### config.mk
export PLATFORM = sky130hd
export DESIGN_NAME = mem_arbiter
export DESIGN_NICKNAME = d
export VERILOG_FILES = /design/src/rtl/mem_arbiter.sv
export SDC_FILE = /design/constraint.sdc
export NUM_CORES = 1
export LEC_CHECK = 0
export ABC_AREA = 1
export CAP_MARGIN = 20
export CORE_AREA = 2 2 150 152
export CTS_BUF_LIST = sky130_fd_sc_hd__clkbuf_16
export DETAILED_ROUTE_END_ITERATION = 8
export DIE_AREA = 0 0 152 154
export PLACE_DENSITY = 0.68
export SLEW_MARGIN = 20
export SYNTH_ARGS = -nofsm -noshare
export SYNTH_HDL_FRONTEND = slang
export SYNTH_SLANG_ARGS = --single-unit
### constraint.sdc
create_clock -name clk -period 5.7 [get_ports clk]
set_input_delay 1.71 -clock clk [delete_from_list [all_inputs] [get_ports clk]]
set_output_delay 1.71 -clock clk [all_outputs]
set_load 0.02 [all_outputs]
### src/rtl/mem_arbiter.sv
// Round-robin shared-memory responder: serves up to NCORES cores on one
// synchronous single-port RAM, one access at a time, and returns a one-cycle
// response pulse (plus read data for reads) to the granted core only.
module mem_arbiter #(
  parameter int WIDTH        = 32,
  parameter int NCORES       = 4,
  parameter int ADDR_WIDTH   = 16,
  parameter int READ_LATENCY = 1
) (
  input  logic                     clk,
  input  logic                     rst_n,
  input  logic [NCORES-1:0]        request,
  input  logic [NCORES-1:0]        wren,
  input  logic [NCORES*WIDTH-1:0]  address,
  input  logic [NCORES*WIDTH-1:0]  writedata,
  output logic [NCORES-1:0]        response,
  output logic [WIDTH-1:0]         readdata,
  output logic [ADDR_WIDTH-1:0]    mem_address,
  output logic [WIDTH-1:0]         mem_writedata,
  output logic                     mem_wren,
  output logic                     mem_rden,
  input  logic [WIDTH-1:0]         mem_readdata
);

  localparam int IDX_W = $clog2(NCORES);
  localparam int CNT_W = $clog2(READ_LATENCY + 1);

  typedef enum logic [1:0] {S_IDLE, S_ISSUE, S_WAIT, S_RESP} state_t;

  state_t                 state_reg, state_next;
  logic [IDX_W-1:0]       grant_reg;
  logic [IDX_W-1:0]       last_grant_reg;
  logic [IDX_W-1:0]       winner;
  logic [IDX_W-1:0]       cand;
  logic                   found;
  logic                   capture;
  logic                   wr_reg;
  logic [ADDR_WIDTH-1:0]  addr_reg;
  logic [WIDTH-1:0]       data_reg;
  logic [WIDTH-1:0]       readdata_reg;
  logic [CNT_W-1:0]       cnt_reg;

  logic [ADDR_WIDTH-1:0]  core_addr [NCORES];
  logic [WIDTH-1:0]       core_data [NCORES];

  // Per-core unpacking of the flat buses and the one-hot response decode.
  // Address bits above ADDR_WIDTH never reach the RAM, so addresses wrap.
  generate
    for (genvar gi = 0; gi < NCORES; gi++) begin : g_core
      assign core_addr[gi] = address[gi*WIDTH +: ADDR_WIDTH];
      assign core_data[gi] = writedata[gi*WIDTH +: WIDTH];
      assign response[gi]  = (state_reg == S_RESP) && (grant_reg == IDX_W'(gi));
      if (WIDTH > ADDR_WIDTH) begin : g_hi
        logic unused_hi;
        assign unused_hi = ^address[gi*WIDTH+ADDR_WIDTH +: WIDTH-ADDR_WIDTH];
      end
    end
  endgenerate

  assign readdata      = readdata_reg;
  assign mem_address   = addr_reg;
  assign mem_writedata = data_reg;

  // Round-robin pick: first requester found searching upward from last_grant+1.
  always_comb begin
    winner = last_grant_reg;
    found  = 1'b0;
    cand   = '0;
    for (int k = 1; k <= NCORES; k++) begin
      cand = IDX_W'((int'(last_grant_reg) + k) % NCORES);
      if (!found && request[cand]) begin
        winner = cand;
        found  = 1'b1;
      end
    end
  end

  // State register.
  always_ff @(posedge clk or negedge rst_n) begin
    if (!rst_n) begin
      state_reg <= S_IDLE;
    end else begin
      state_reg <= state_next;
    end
  end

  // Next-state logic and RAM strobes; strobes are only ever high in ISSUE.
  always_comb begin
    state_next = state_reg;
    mem_wren   = 1'b0;
    mem_rden   = 1'b0;
    capture    = 1'b0;
    case (state_reg)
      S_IDLE: begin
        if (found) state_next = S_ISSUE;
      end
      S_ISSUE: begin
        mem_wren   = wr_reg;
        mem_rden   = !wr_reg;
        state_next = wr_reg ? S_RESP : S_WAIT;
      end
      S_WAIT: begin
        // Counter reaches 1 in the cycle the RAM presents valid data.
        if (cnt_reg == CNT_W'(1)) begin
          capture    = 1'b1;
          state_next = S_RESP;
        end
      end
      S_RESP: begin
        state_next = S_IDLE;
      end
      default: state_next = S_IDLE;
    endcase
  end

  // Latch the winner's request; core inputs are looked at only in IDLE.
  always_ff @(posedge clk or negedge rst_n) begin
    if (!rst_n) begin
      grant_reg      <= '0;
      last_grant_reg <= IDX_W'(NCORES - 1);
      wr_reg         <= 1'b0;
      addr_reg       <= '0;
      data_reg       <= '0;
    end else if (state_reg == S_IDLE && found) begin
      grant_reg      <= winner;
      last_grant_reg <= winner;
      wr_reg         <= wren[winner];
      addr_reg       <= core_addr[winner];
      data_reg       <= core_data[winner];
    end
  end

  // Read-latency counter: loaded in ISSUE, counts down through WAIT.
  always_ff @(posedge clk or negedge rst_n) begin
    if (!rst_n) begin
      cnt_reg <= '0;
    end else if (state_reg == S_ISSUE) begin
      cnt_reg <= CNT_W'(READ_LATENCY);
    end else if (state_reg == S_WAIT) begin
      cnt_reg <= cnt_reg - CNT_W'(1);
    end
  end

  // Read-data register; holds its value across writes and idle periods.
  always_ff @(posedge clk or negedge rst_n) begin
    if (!rst_n) begin
      readdata_reg <= '0;
    end else if (capture) begin
      readdata_reg <= mem_readdata;
    end
  end

endmodule

; ---- After elaboration in Yosys (flattened, before gate mapping)
; Index checks and enable logic that the tools add are counted.
[word_totals]
mem_bits_rw = 0
word_cells = 78
romBits = 0
in_bits = 298
output_inout_bits = 86
latch_bits = 0
register_bits = 88
mem_count = 0
[classes]
n_addsub = 5
n_shift = 0
n_bitwise = 1
div = 0
n_lt_le_gt_ge = 6
reduce_logical = 16
mux = 34
eq_ne = 8
n_mul = 0
[op_table]
columns = cell, count
row1 = binary-select mux 32 bit (select 2 bit), 1
row2 = two-way mux 32 bit, 2
row3 = binary-select mux 16 bit (select 2 bit), 1
row4 = two-way mux 16 bit, 2
row5 = two-way mux 1 bit, 16
row6 = less-than comparator 2 x 3 -> 1 bit (second input constant), 5
row7 = two-way mux 2 bit, 6
row8 = binary-select mux 1 bit (select 2 bit), 5
row9 = == test 2 bit (second input constant), 4
row10 = logical AND 1 bit, 8
row11 = case mux 2 bit (4 select lines), 1
row12 = adder 2 x 1 -> 2 bit (second input constant), 2
row13 = adder 2 bit (second input constant), 2
row14 = == test 2 x 1 -> 1 bit (second input constant), 2
row15 = zero test 1 bit, 4
row16 = zero test 2 bit, 2
row17 = inequality test 2 bit (second input constant), 2
row18 = greater-or-equal comparator 3 bit (second input constant), 1
row19 = inverter 2 -> 3 bit, 1
row20 = AND reduction 2 bit, 1
row21 = nonzero test 2 bit, 1
row22 = subtractor 1 bit (second input constant), 1

; ---- Longest topological paths before layout
; Gate-level depths: netlist of the first run.
[depth]
ltp_word = 17
depth_mapped = 14

; ---- Worst setup path before layout of the first run
; Ideal clock, no wire load.
[synth_path]
kind = in2reg
from = in request[1]
to = reg addr_reg[0] (netlist: mem_address[0])
setup_time_ps = 118
t_arrival_ps = 2752
cell_stages = 12
t_required_ps = 5582
n_path_buf = 2
slack_ps = 2830
cell_sequence = nand2_1 -> nand2_2 -> nand2_1 -> nand2_2 -> inv_4 -> nand3_4 -> buf_4 -> buf_6 -> nand3_1 -> nand3_1 -> nand3_1 -> nand2_1
[synth_via]
elab_chain_cells = 16
elab_cells_between_ends = 27
[synth_rtl]
columns = item, line
row1 = from (decl), 12  ; input logic [NCORES-1:0] request,
row2 = binary-select mux 1 bit (select 2 bit), 71  ; if (!found && request[cand]) begin
row3 = two-way mux 1 bit (implied by the code), 71
row4 = two-way mux 1 bit, 71
row5 = zero test 1 bit, 71
row6 = logical AND 1 bit, 71
row7 = two-way mux 1 bit, 71
row8 = zero test 1 bit, 71
row9 = logical AND 1 bit, 71
row10 = two-way mux 1 bit, 71
row11 = zero test 1 bit, 71
row12 = logical AND 1 bit, 71
row13 = two-way mux 2 bit, 71
row14 = inverter 2 -> 3 bit (implied by the code), 128  ; addr_reg <= core_addr[winner];
row15 = binary-select mux 16 bit (select 2 bit), 128
row16 = two-way mux 16 bit (implied by the code) (2 in a row), 128
row17 = to (signal assigned), 128
row18 = to (decl), 38  ; logic [ADDR_WIDTH-1:0] addr_reg;
; Parallel ways exist; a longest one is shown, timed or not. The select of a mux whose other input is x is not followed.
; A chain may end at the register's enable or synchronous reset.

; ---- Worst setup path in the final report of the first run
[layout_path]
from = in request[1]
to = reg data_reg[27] (netlist: mem_writedata[27])
[layout_via]
elab_chain_cells = 16
elab_cells_between_ends = 27
[layout_rtl]
columns = item, line
row1 = binary-select mux 1 bit (select 2 bit), 71
row2 = two-way mux 1 bit (implied by the code), 71
row3 = two-way mux 1 bit, 71
row4 = zero test 1 bit, 71
row5 = logical AND 1 bit, 71
row6 = two-way mux 1 bit, 71
row7 = zero test 1 bit, 71
row8 = logical AND 1 bit, 71
row9 = two-way mux 1 bit, 71
row10 = zero test 1 bit, 71
row11 = logical AND 1 bit, 71
row12 = two-way mux 2 bit, 71
row13 = inverter 2 -> 3 bit (implied by the code), 129  ; data_reg <= core_data[winner];
row14 = binary-select mux 32 bit (select 2 bit), 129
row15 = two-way mux 32 bit (implied by the code) (2 in a row), 129
row16 = to (signal assigned), 129
row17 = to (decl), 39  ; logic [WIDTH-1:0] data_reg;
; Parallel ways exist; a longest one is shown, timed or not. The select of a mux whose other input is x is not followed.

==> results of run 1 <==
==> cell usage in the layout, fill, tap and decap left out, drive strengths merged, types with 2 or more instances in the layout <==
cell	instances
nand2	237
clkbuf	9
o21ai	9
nand3	303
nor3	4
buf	13
dfstp	2
clkdlybuf4s50	318
a21oi	4
mux2	32
clkinvlp	2
dfrtp	86
ha	4
nor2	5
inv	116
==> tightest hold or removal path, delay by kind of cell (launching register included) <==
kind / cells / cell delay (ns)
simple gates: 2 / 0.11
flops: 1 / 0.34
==> stage by stage <==
step / area, um2 / total power, W / worst slack, ns
3_5_place_dp: 9290 / 0.00567 / 1.47
5_1_grt: 9590 / 0.00680 / 1.60
6_report: 9590 / 0.00625 / 1.80
3_3_place_gp: 9290 / 0.00561 / 1.49
2_1_floorplan: 6020 / 0.00424 / 2.83
4_1_cts: 9580 / 0.00632 / 1.85
==> how the worst max path moves through the flow <==
stage                     from                 to  slack, ns  cells after the start
floorplan           request[1]     mem_address[0]       2.83                     12
global placement    request[2]     mem_address[0]       1.49                     12
detailed placement  request[1]     mem_address[0]       1.47                     12
CTS                 request[1]     mem_address[0]       1.85                     12
global route        request[3]     mem_address[2]       1.60                     13
finish              request[1]  mem_writedata[27]       1.80                     13
==> cells in the mapped netlist <==
master,number
nand2_4,4
nand2_2,7
a21oi_1,4
nand3_1,300
buf_1,3
inv_1,109
o21ai_0,9
nand3_4,2
dfrtp_1,86
nand2_1,226
inv_4,1
buf_4,5
mux2_2,32
dfstp_2,2
and2_1,1
nand4_1,1
ha_1,4
buf_2,42
nor3_1,4
clkbuf_1,5
inv_2,4
nand3_2,1
buf_6,9
nor2_1,5
==> routing by layer <==
layer,share of wire [%],routed length [um],vias to the layer above,track usage [%]
met4,2.8,652,0,7.17
met5,0,0,-,0
met1,43,10100,3171,25.0
li1,-,-,3349,-
met3,4.8,1110,37,2.62
met2,49,11400,231,32.9
==> cell families after synthesis <==
group	count (synthesis)	share of synthesized area, %
multiplexers	32	5.98
AO/OA/AOI/OAI	13	1.08
AND/OR/NAND/NOR	551	42.1
flip-flops	88	36.6
buffers and inverters	178	13.4
adder cells (fa/ha/maj)	4	0.831
==> layout make-up <==
class,instances,area (um2)
tap,280,350
inverter,114,430
fill,2194,12100
multi-input combinational,600,3020
clock inverter,6,67.6
clock buffer,9,225
sequential,88,2200
timing repair buffer,331,3290
==> power by group through the flow <==
stage	clock (W)	combinational, W	sequential [W]
6_report	0.000614	0.00449	0.00115
5_1_grt	0.000656	0.00495	0.00120
4_1_cts	0.000637	0.00453	0.00115
3_5_place_dp	0	0.00451	0.00116
3_3_place_gp	0	0.00446	0.00115
2_1_floorplan	0	0.00274	0.00150
==> impl_metrics.env, run 1 <==
export IMPL_status="finished clean"
export IMPL_finalHoldViolations=0
export IMPL_ir_worst_vdd_uv=559
export IMPL_die_h_um=154
export IMPL_cpPeakStageDelay_ns=0.59
export IMPL_synth_yosys_warnings=0
export IMPL_setup_viol=0
export IMPL_syn_inst=866
export IMPL_h_tree_depth=3
export IMPL_core_um2=21700
export IMPL_crit_chain="clkdlybuf4s50_1, nand2_1, nand3_1, nand2_1, nand2_4, nand2_4, nand2_4, buf_4, nand3_1, nand2_1, nand2_1, nand3_1, nand2_1"
export IMPL_num_vias=6788
export IMPL_ctsHoldBuffers=0
export IMPL_switchingPower_w=0.00326
export IMPL_dieWidth_um=152
export IMPL_path_common_cell="nand2_1"
export IMPL_ys_ff_latch=88
export IMPL_worstMarginPinSlew_ns=0.847
export IMPL_max_freq_mhz=256
export IMPL_slew_headroom_pct=43.5
export IMPL_hp_class="reg -> reg"
export IMPL_die_area_um2=23400
export IMPL_grt_usage_pct=19.3
export IMPL_rsz0062_at_grt="no"
export IMPL_cap_violations=0
export IMPL_cts_buffers=9
export IMPL_io_buffers=319
export IMPL_cts_root_buffer="clkbuf_16"
export IMPL_finClkSkew_ns=0.00706
export IMPL_cts_resized=0
export IMPL_gp_congestion=0.816
export IMPL_clkSinkCount=88
export IMPL_synth_area_leader_cell="dfrtp_1"
export IMPL_slowest_stage="nand2_4"
export IMPL_power_internal_w=0.00299
export IMPL_final_cells=1428
export IMPL_power_share_clock_pct=9.8
export IMPL_syn_area_per_cell_um2=6.96
export IMPL_place_inst=1413
export IMPL_crit_required_ns=5.94
export IMPL_ff2ff_setup_slack_ns=2.75
export IMPL_diodes=0
export IMPL_maxSlewViolCount=0
export IMPL_synth_area_top_cells="dfrtp_1, nand3_1, nand2_1, inv_1, mux2_2"
export IMPL_period_needed_ns=3.90
export IMPL_reg2regPathDepth=14
export IMPL_grt_overflow=0
export IMPL_holdPathEnd="mem_address[0]"
export IMPL_syn_area_um2=6020
export IMPL_end_kind="flip-flop"
export IMPL_routed_wl_mm=23.3
export IMPL_start_util_pct=27.8
export IMPL_post_cts_buffers=0
export IMPL_finalNetCount=1446
export IMPL_syn_to_final_growth_pct=59.2
export IMPL_r2r_start="last_grant_reg[0]"
export IMPL_seq_power_share_pct=18.4
export IMPL_power_frac_comb_pct=71.8
export IMPL_insertion_delay_ns=0.35
export IMPL_drt_initial_drc_count=484
export IMPL_clock_path_buffers=2
export IMPL_sw_frac_of_total_pct=52.2
export IMPL_cts_tree="yes"
export IMPL_antenna_found_initial=0
export IMPL_min_path_cells=2
export IMPL_fp_row_count=54
export IMPL_worstSetupPathType="in -> reg"
export IMPL_crit_fanout=70
export IMPL_ys_types=24
export IMPL_syn_num_nets=1168
export IMPL_hold_path_startpoint="mem_address[0]"
export IMPL_critPathArrivalTime_ns=4.14
export IMPL_clkTransAtPathRegs_ns=0.07
export IMPL_ant_nets=0
export IMPL_io_pins=384
export IMPL_dpl_hpwl_mm=16.3
export IMPL_netlist_area_leader_share_pct=35.7
export IMPL_wl_per_cell_um=16.3
export IMPL_powerDensity_nw_per_um2=652
export IMPL_hold_ws_ns=0.477
export IMPL_finalCritPeriodShare_pct=68.4
export IMPL_yosysSeqAreaShare_pct=36.6
export IMPL_viasPerCell=4.75
export IMPL_grt_pass1_wl_mm=35.8
export IMPL_cp_start_kind="input port"
export IMPL_grt_pass1_vias=6375
export IMPL_p_leak_nw=4.68
export IMPL_postLayoutCoreUtil_pct=44.2
export IMPL_drcViolationCount=0
export IMPL_crit_family="simple AND/OR/NAND/NOR gates"
export IMPL_timing_rr_end="mem_writedata[27]"
export IMPL_finalSetupTns_ns=0
export IMPL_cp_num_buf_inv=2
export IMPL_dr_pass1_iters=5
export IMPL_drive_above_1_share_pct=7.14
export IMPL_grt_max_degree=99
(Power assumes the default switching activity.)
==> run 2, diff against run 1 <==
--- a/config.mk
+++ b/config.mk
@@ -7,11 +7,11 @@
 export LEC_CHECK = 0
 export ABC_AREA = 1
 export CAP_MARGIN = 20
-export CORE_AREA = 2 2 150 152
+export CORE_AREA = 2 2 147 149
 export CTS_BUF_LIST = sky130_fd_sc_hd__clkbuf_16
 export DETAILED_ROUTE_END_ITERATION = 8
-export DIE_AREA = 0 0 152 154
-export PLACE_DENSITY = 0.68
+export DIE_AREA = 0 0 149 151
+export PLACE_DENSITY = 0.7
 export SLEW_MARGIN = 20
 export SYNTH_ARGS = -nofsm -noshare
 export SYNTH_HDL_FRONTEND = slang
==> constraint.sdc (replaced) <==
create_clock -name clk -period 3.6 [get_ports clk]
set_input_delay 1.08 -clock clk [delete_from_list [all_inputs] [get_ports clk]]
set_output_delay 1.08 -clock clk [all_outputs]
set_load 0.02 [all_outputs]
==> run 2 against run 1 <==
Register-to-register slack got worse by 1.7 ns. Routed wire length down 2.5%. Worst hold slack gained 0.00052 ns. First-iteration DRC count fell by 41%. Global-route usage up 0.40 points.
==> impl_metrics.env, run 2 (synthesized netlist as in run 1, its figures left out) <==
export IMPL_insertion_delay_ns=0.34
export IMPL_dr_pass1_iters=5
export IMPL_ant_nets=0
export IMPL_gp_congestion=0.867
export IMPL_ctsHoldBuffers=0
export IMPL_cp_start_kind="flip-flop"
export IMPL_num_vias=6782
export IMPL_finalNetCount=1454
export IMPL_grt_overflow=0
export IMPL_cts_tree="yes"
export IMPL_wl_per_cell_um=15.9
export IMPL_crit_required_ns=2.52
export IMPL_grt_usage_pct=19.7
export IMPL_cts_root_buffer="clkbuf_16"
export IMPL_io_pins=384
export IMPL_cts_buffers=9
export IMPL_stdcell_area_um2=9740
export IMPL_post_cts_buffers=0
export IMPL_powerDensity_nw_per_um2=1040
export IMPL_seq_power_share_pct=18.1
export IMPL_final_common_cell="clkdlybuf4s50_1"
export IMPL_dieWidth_um=149
export IMPL_clock_path_buffers=2
export IMPL_crit_fanout=4
export IMPL_io_buffers=319
export IMPL_cts_resized=0
export IMPL_start_util_pct=28.9
export IMPL_hold_ws_ns=0.477
export IMPL_slew_headroom_pct=54.4
export IMPL_grt_max_degree=51
export IMPL_power_frac_comb_pct=73.1
export IMPL_sw_frac_of_total_pct=51.0
export IMPL_fp_row_count=53
export IMPL_period_needed_ns=2.91
export IMPL_die_h_um=151
export IMPL_finalCritPeriodShare_pct=80.8
export IMPL_status="finished clean"
export IMPL_syn_to_final_growth_pct=61.6
export IMPL_dpl_hpwl_mm=16.4
export IMPL_max_freq_mhz=344
export IMPL_cap_violations=0
export IMPL_critPathArrivalTime_ns=1.83
export IMPL_finClkSkew_ns=0.0117
export IMPL_routed_wl_mm=22.7
export IMPL_drt_initial_drc_count=287
export IMPL_diodes=0
export IMPL_post_dp_cell_area_um2=9470
export IMPL_worstMarginPinSlew_ns=0.684
export IMPL_rsz0062_at_grt="no"
export IMPL_drive_above_1_share_pct=7.79
export IMPL_clkTransAtPathRegs_ns=0.07
export IMPL_finalHoldViolations=0
export IMPL_core_um2=20800
export IMPL_finalSetupTns_ns=0
export IMPL_viasPerCell=4.74
export IMPL_end_kind="output pin"
export IMPL_layout_common_cells="clkdlybuf4s50_1, nand3_1, nand2_1, inv_1, dfrtp_1"
export IMPL_power_internal_w=0.00496
export IMPL_hp_class="reg -> reg"
export IMPL_antenna_found_initial=0
export IMPL_power_share_clock_pct=8.8
export IMPL_grt_pass1_wl_mm=35.1
export IMPL_drcViolationCount=0
export IMPL_ir_worst_vdd_uv=674
export IMPL_die_area_um2=22500
export IMPL_maxSlewViolCount=0
export IMPL_worstSetupPathType="reg -> out"
export IMPL_h_tree_depth=3
export IMPL_grt_pass1_vias=6715
export IMPL_switchingPower_w=0.00517
export IMPL_clkSinkCount=88
export IMPL_setup_viol=0
export IMPL_p_leak_nw=4.76
## run 2: changes by cell type in the layout (fill, tap and decap cells not counted), sizes merged
cell / change
buf: +8
bufinv: -1
clkinv: +1
## run 2: cell type report
cell class | instances | area [um2]
Tap cell | 275 | 344
Sequential cell | 88 | 2200
Inverter | 114 | 430
Multi-Input combinational cell | 600 | 3010
Timing Repair Buffer | 339 | 3480
Clock inverter | 6 | 42.5
Clock buffer | 9 | 225
Fill cell | 2093 | 11100
## run 2: power by group through the flow
stage / Combinational [W] / Sequential, W / Clock, W
after global placement: 0.00736 / 0.00183 / 0
after floorplan: 0.00434 / 0.00237 / 0
after global routing: 0.00818 / 0.00190 / 0.000962
after CTS: 0.00748 / 0.00184 / 0.000913
after detailed placement: 0.00745 / 0.00185 / 0
final: 0.00741 / 0.00184 / 0.000891
## run 2: layer usage
layer  track usage, %  vias up  share of wire [%]
li1                 -     3367                  -
met1             25.0     3119                 42
met2             34.0      257                 50
met3             3.01       39                5.9
met4             7.19        0                2.6
met5                0        -                  0
## run 2: worst paths after layout
| path | to | cells after the start | slack [ns] | startpoint |
|---|---|---|---|---|
| max reg2reg | mem_writedata[6] | 14 | 1.05 | last_grant_reg[0] |
| max in group asynchronous | last_grant_reg[1] | 2 | 2.09 | rst_n |
| max | mem_rden | 5 | 0.69 | state_reg[1] |
| min in group asynchronous | readdata[2] | 1 | 0.78 | rst_n |
| min | mem_writedata[6] | 2 | 0.48 | mem_writedata[6] |
| min reg2reg | mem_writedata[6] | 2 | 0.48 | mem_writedata[6] |
## run 2: worst max-delay path, cell delays in order, from the launching register on
cell and delay, ns:
dfrtp_1 0.41, inv_1 0.11, ha_1 0.20, inv_1 0.05, nor2_1 0.08, clkdlybuf4s50_1 0.64
## run 2: through the flow
step	setup slack [ns]	utilization, %	power (W)	cells
after floorplan	1.36	-	0.00671	866
after global placement	0.421	45.5	0.00919	1416
after detailed placement	0.406	45.5	0.00929	1416
after CTS	0.689	46.8	0.0102	1431
after global routing	0.560	46.8	0.0110	1431
final	0.693	46.8	0.0101	1431
==> run 3, diff against run 2 <==
==> constraint.sdc (replaced) <==
create_clock -name clk -period 2.8 [get_ports clk]
set_input_delay 0.84 -clock clk [delete_from_list [all_inputs] [get_ports clk]]
set_output_delay 0.84 -clock clk [all_outputs]
set_load 0.02 [all_outputs]
==> run 3 against run 2 <==
Combinational power up 30%. Worst hold slack worse by 0.0032 ns. Non-clock buffer count grew 3. Cell area up 0.76%. Final cell count increased by 0.35%. Sequential power is 28% higher. Clock skew shrank 0.0019 ns. Routed wire length up 0.35%. Clock power grew 34%. Total power up 30%. Count of clock-buffer cells in the layout is the same.
==> impl_metrics.env, run 3 (synthesized netlist as in run 1, its figures left out) <==
export IMPL_ant_nets=0
export IMPL_cts_tree="yes"
export IMPL_io_buffers=319
export IMPL_ctsHoldBuffers=0
export IMPL_fin_ws_ns=0.132
export IMPL_power_frac_comb_pct=73.1
export IMPL_cpPeakStageDelay_ns=0.63
export IMPL_worstSetupPathType="reg -> out"
export IMPL_viasPerCell=4.79
export IMPL_slowest_stage="clkdlybuf4s50_1"
export IMPL_postLayoutCoreUtil_pct=47.1
export IMPL_cts_buffers=9
export IMPL_seq_power_share_pct=17.9
export IMPL_max_freq_mhz=375
export IMPL_die_area_um2=22500
export IMPL_cap_violations=0
export IMPL_setup_viol=0
export IMPL_path_common_cell="inv_1"
export IMPL_grt_pass1_wl_mm=34.6
export IMPL_clkSinkCount=88
export IMPL_rsz0062_at_grt="no"
export IMPL_power_internal_w=0.00650
export IMPL_crit_required_ns=1.96
export IMPL_clkTransAtPathRegs_ns=0.07
export IMPL_antenna_found_initial=1
export IMPL_clock_path_buffers=2
export IMPL_slew_headroom_pct=61.9
export IMPL_worstMarginPinSlew_ns=0.572
export IMPL_io_pins=384
export IMPL_hp_class="in -> async"
export IMPL_grt_pass1_vias=6537
export IMPL_start_util_pct=28.9
export IMPL_final_common_cell="clkdlybuf4s50_1"
export IMPL_h_tree_depth=3
export IMPL_end_kind="output pin"
export IMPL_cp_num_buf_inv=3
export IMPL_p_leak_nw=4.79
export IMPL_core_um2=20800
export IMPL_finalCritPeriodShare_pct=95.3
export IMPL_die_h_um=151
export IMPL_finalHoldViolations=0
export IMPL_crit_family="buffers and inverters"
export IMPL_sw_frac_of_total_pct=50.7
export IMPL_finalSetupTns_ns=0
export IMPL_wl_per_cell_um=15.9
export IMPL_dpl_worst_slack_ns=-0.0126
export IMPL_cts_resized=0
export IMPL_crit_chain="inv_1, ha_1, inv_1, nor2_1, clkdlybuf4s50_1"
export IMPL_gp_congestion=0.853
export IMPL_layout_common_cells="clkdlybuf4s50_1, nand3_1, nand2_1, inv_1, dfrtp_1"
export IMPL_finalNetCount=1457
export IMPL_status="finished clean"
export IMPL_critPathArrivalTime_ns=1.83
export IMPL_syn_to_final_growth_pct=62.9
export IMPL_finClkSkew_ns=0.00984
export IMPL_period_needed_ns=2.67
export IMPL_power_share_clock_pct=9.0
export IMPL_num_vias=6877
export IMPL_dr_pass1_iters=5
export IMPL_dpl_hpwl_mm=16.8
export IMPL_cp_start_kind="flip-flop"
export IMPL_powerDensity_nw_per_um2=1340
export IMPL_maxSlewViolCount=0
export IMPL_crit_fanout=4
export IMPL_post_cts_buffers=0
export IMPL_drive_above_1_share_pct=8.02
export IMPL_grt_max_degree=52
export IMPL_ir_worst_vdd_uv=637
export IMPL_dieWidth_um=149
export IMPL_routed_wl_mm=22.8
export IMPL_switchingPower_w=0.00668
export IMPL_grt_overflow=0
export IMPL_insertion_delay_ns=0.35
export IMPL_cts_root_buffer="clkbuf_16"
export IMPL_drt_initial_drc_count=344
export IMPL_drcViolationCount=0
export IMPL_grt_usage_pct=19.6
export IMPL_fp_row_count=53
## run 3: changes by cell type in the layout (fill, tap and decap cells not counted)
cell      change
inv_6         +1
clkinv_2      -2
diode_2       +1
buf_12        +3
clkinv_1      +1
clkinv_4      +1
## run 3: power by group through the flow
stage	clock network, W	registers, W	logic (W)
4_1_cts	0.00122	0.00236	0.00972
3_3_place_gp	0	0.00235	0.00957
6_report	0.00119	0.00236	0.00964
3_5_place_dp	0	0.00238	0.00969
2_1_floorplan	0	0.00305	0.00558
5_1_grt	0.00127	0.00244	0.0106
## run 3: routing by layer
metal  track usage [%]  vias to the layer above  part of all wire, %
li1                  -                     3375                    -
met1              25.7                     3184                   41
met2              32.9                      279                   50
met3              2.80                       39                  6.6
met4              7.43                        0                  2.7
met5                 0                        -                    0
## run 3: worst paths after layout
kind                       cells after the start              start  slack (ns)           endpoint
setup / recovery                               5       state_reg[1]        0.13           mem_rden
hold / removal                                 1              rst_n        0.47  mem_writedata[21]
setup reg to reg                              14  last_grant_reg[0]        0.45             wr_reg
hold reg to reg                                2     mem_address[9]        0.48     mem_address[9]
max in group asynchronous                      2              rst_n        1.63  last_grant_reg[0]
min in group clk                               2     mem_address[9]        0.48     mem_address[9]
## run 3: cell type report
| cell class | count | area, um2 |
|---|---|---|
| diodes | 1 | 2.50 |
| clock buffers | 9 | 225 |
| clock inverters | 7 | 53.8 |
| fillers | 2110 | 11000 |
| inverters | 114 | 430 |
| multi-input cells | 600 | 3010 |
| flip-flops and latches | 88 | 2200 |
| well taps | 275 | 344 |
| repair buffers | 342 | 3540 |
## run 3: stage by stage
step	std cells	power [W]	instance area [um2]	hold WS [ns]
after floorplan	866	0.00863	6020	0.472
after global placement	1419	0.0119	9530	0.461
after detailed placement	1419	0.0121	9530	0.464
after CTS	1435	0.0133	9810	0.482
after global routing	1436	0.0143	9810	0.497
final	1436	0.0132	9810	0.474
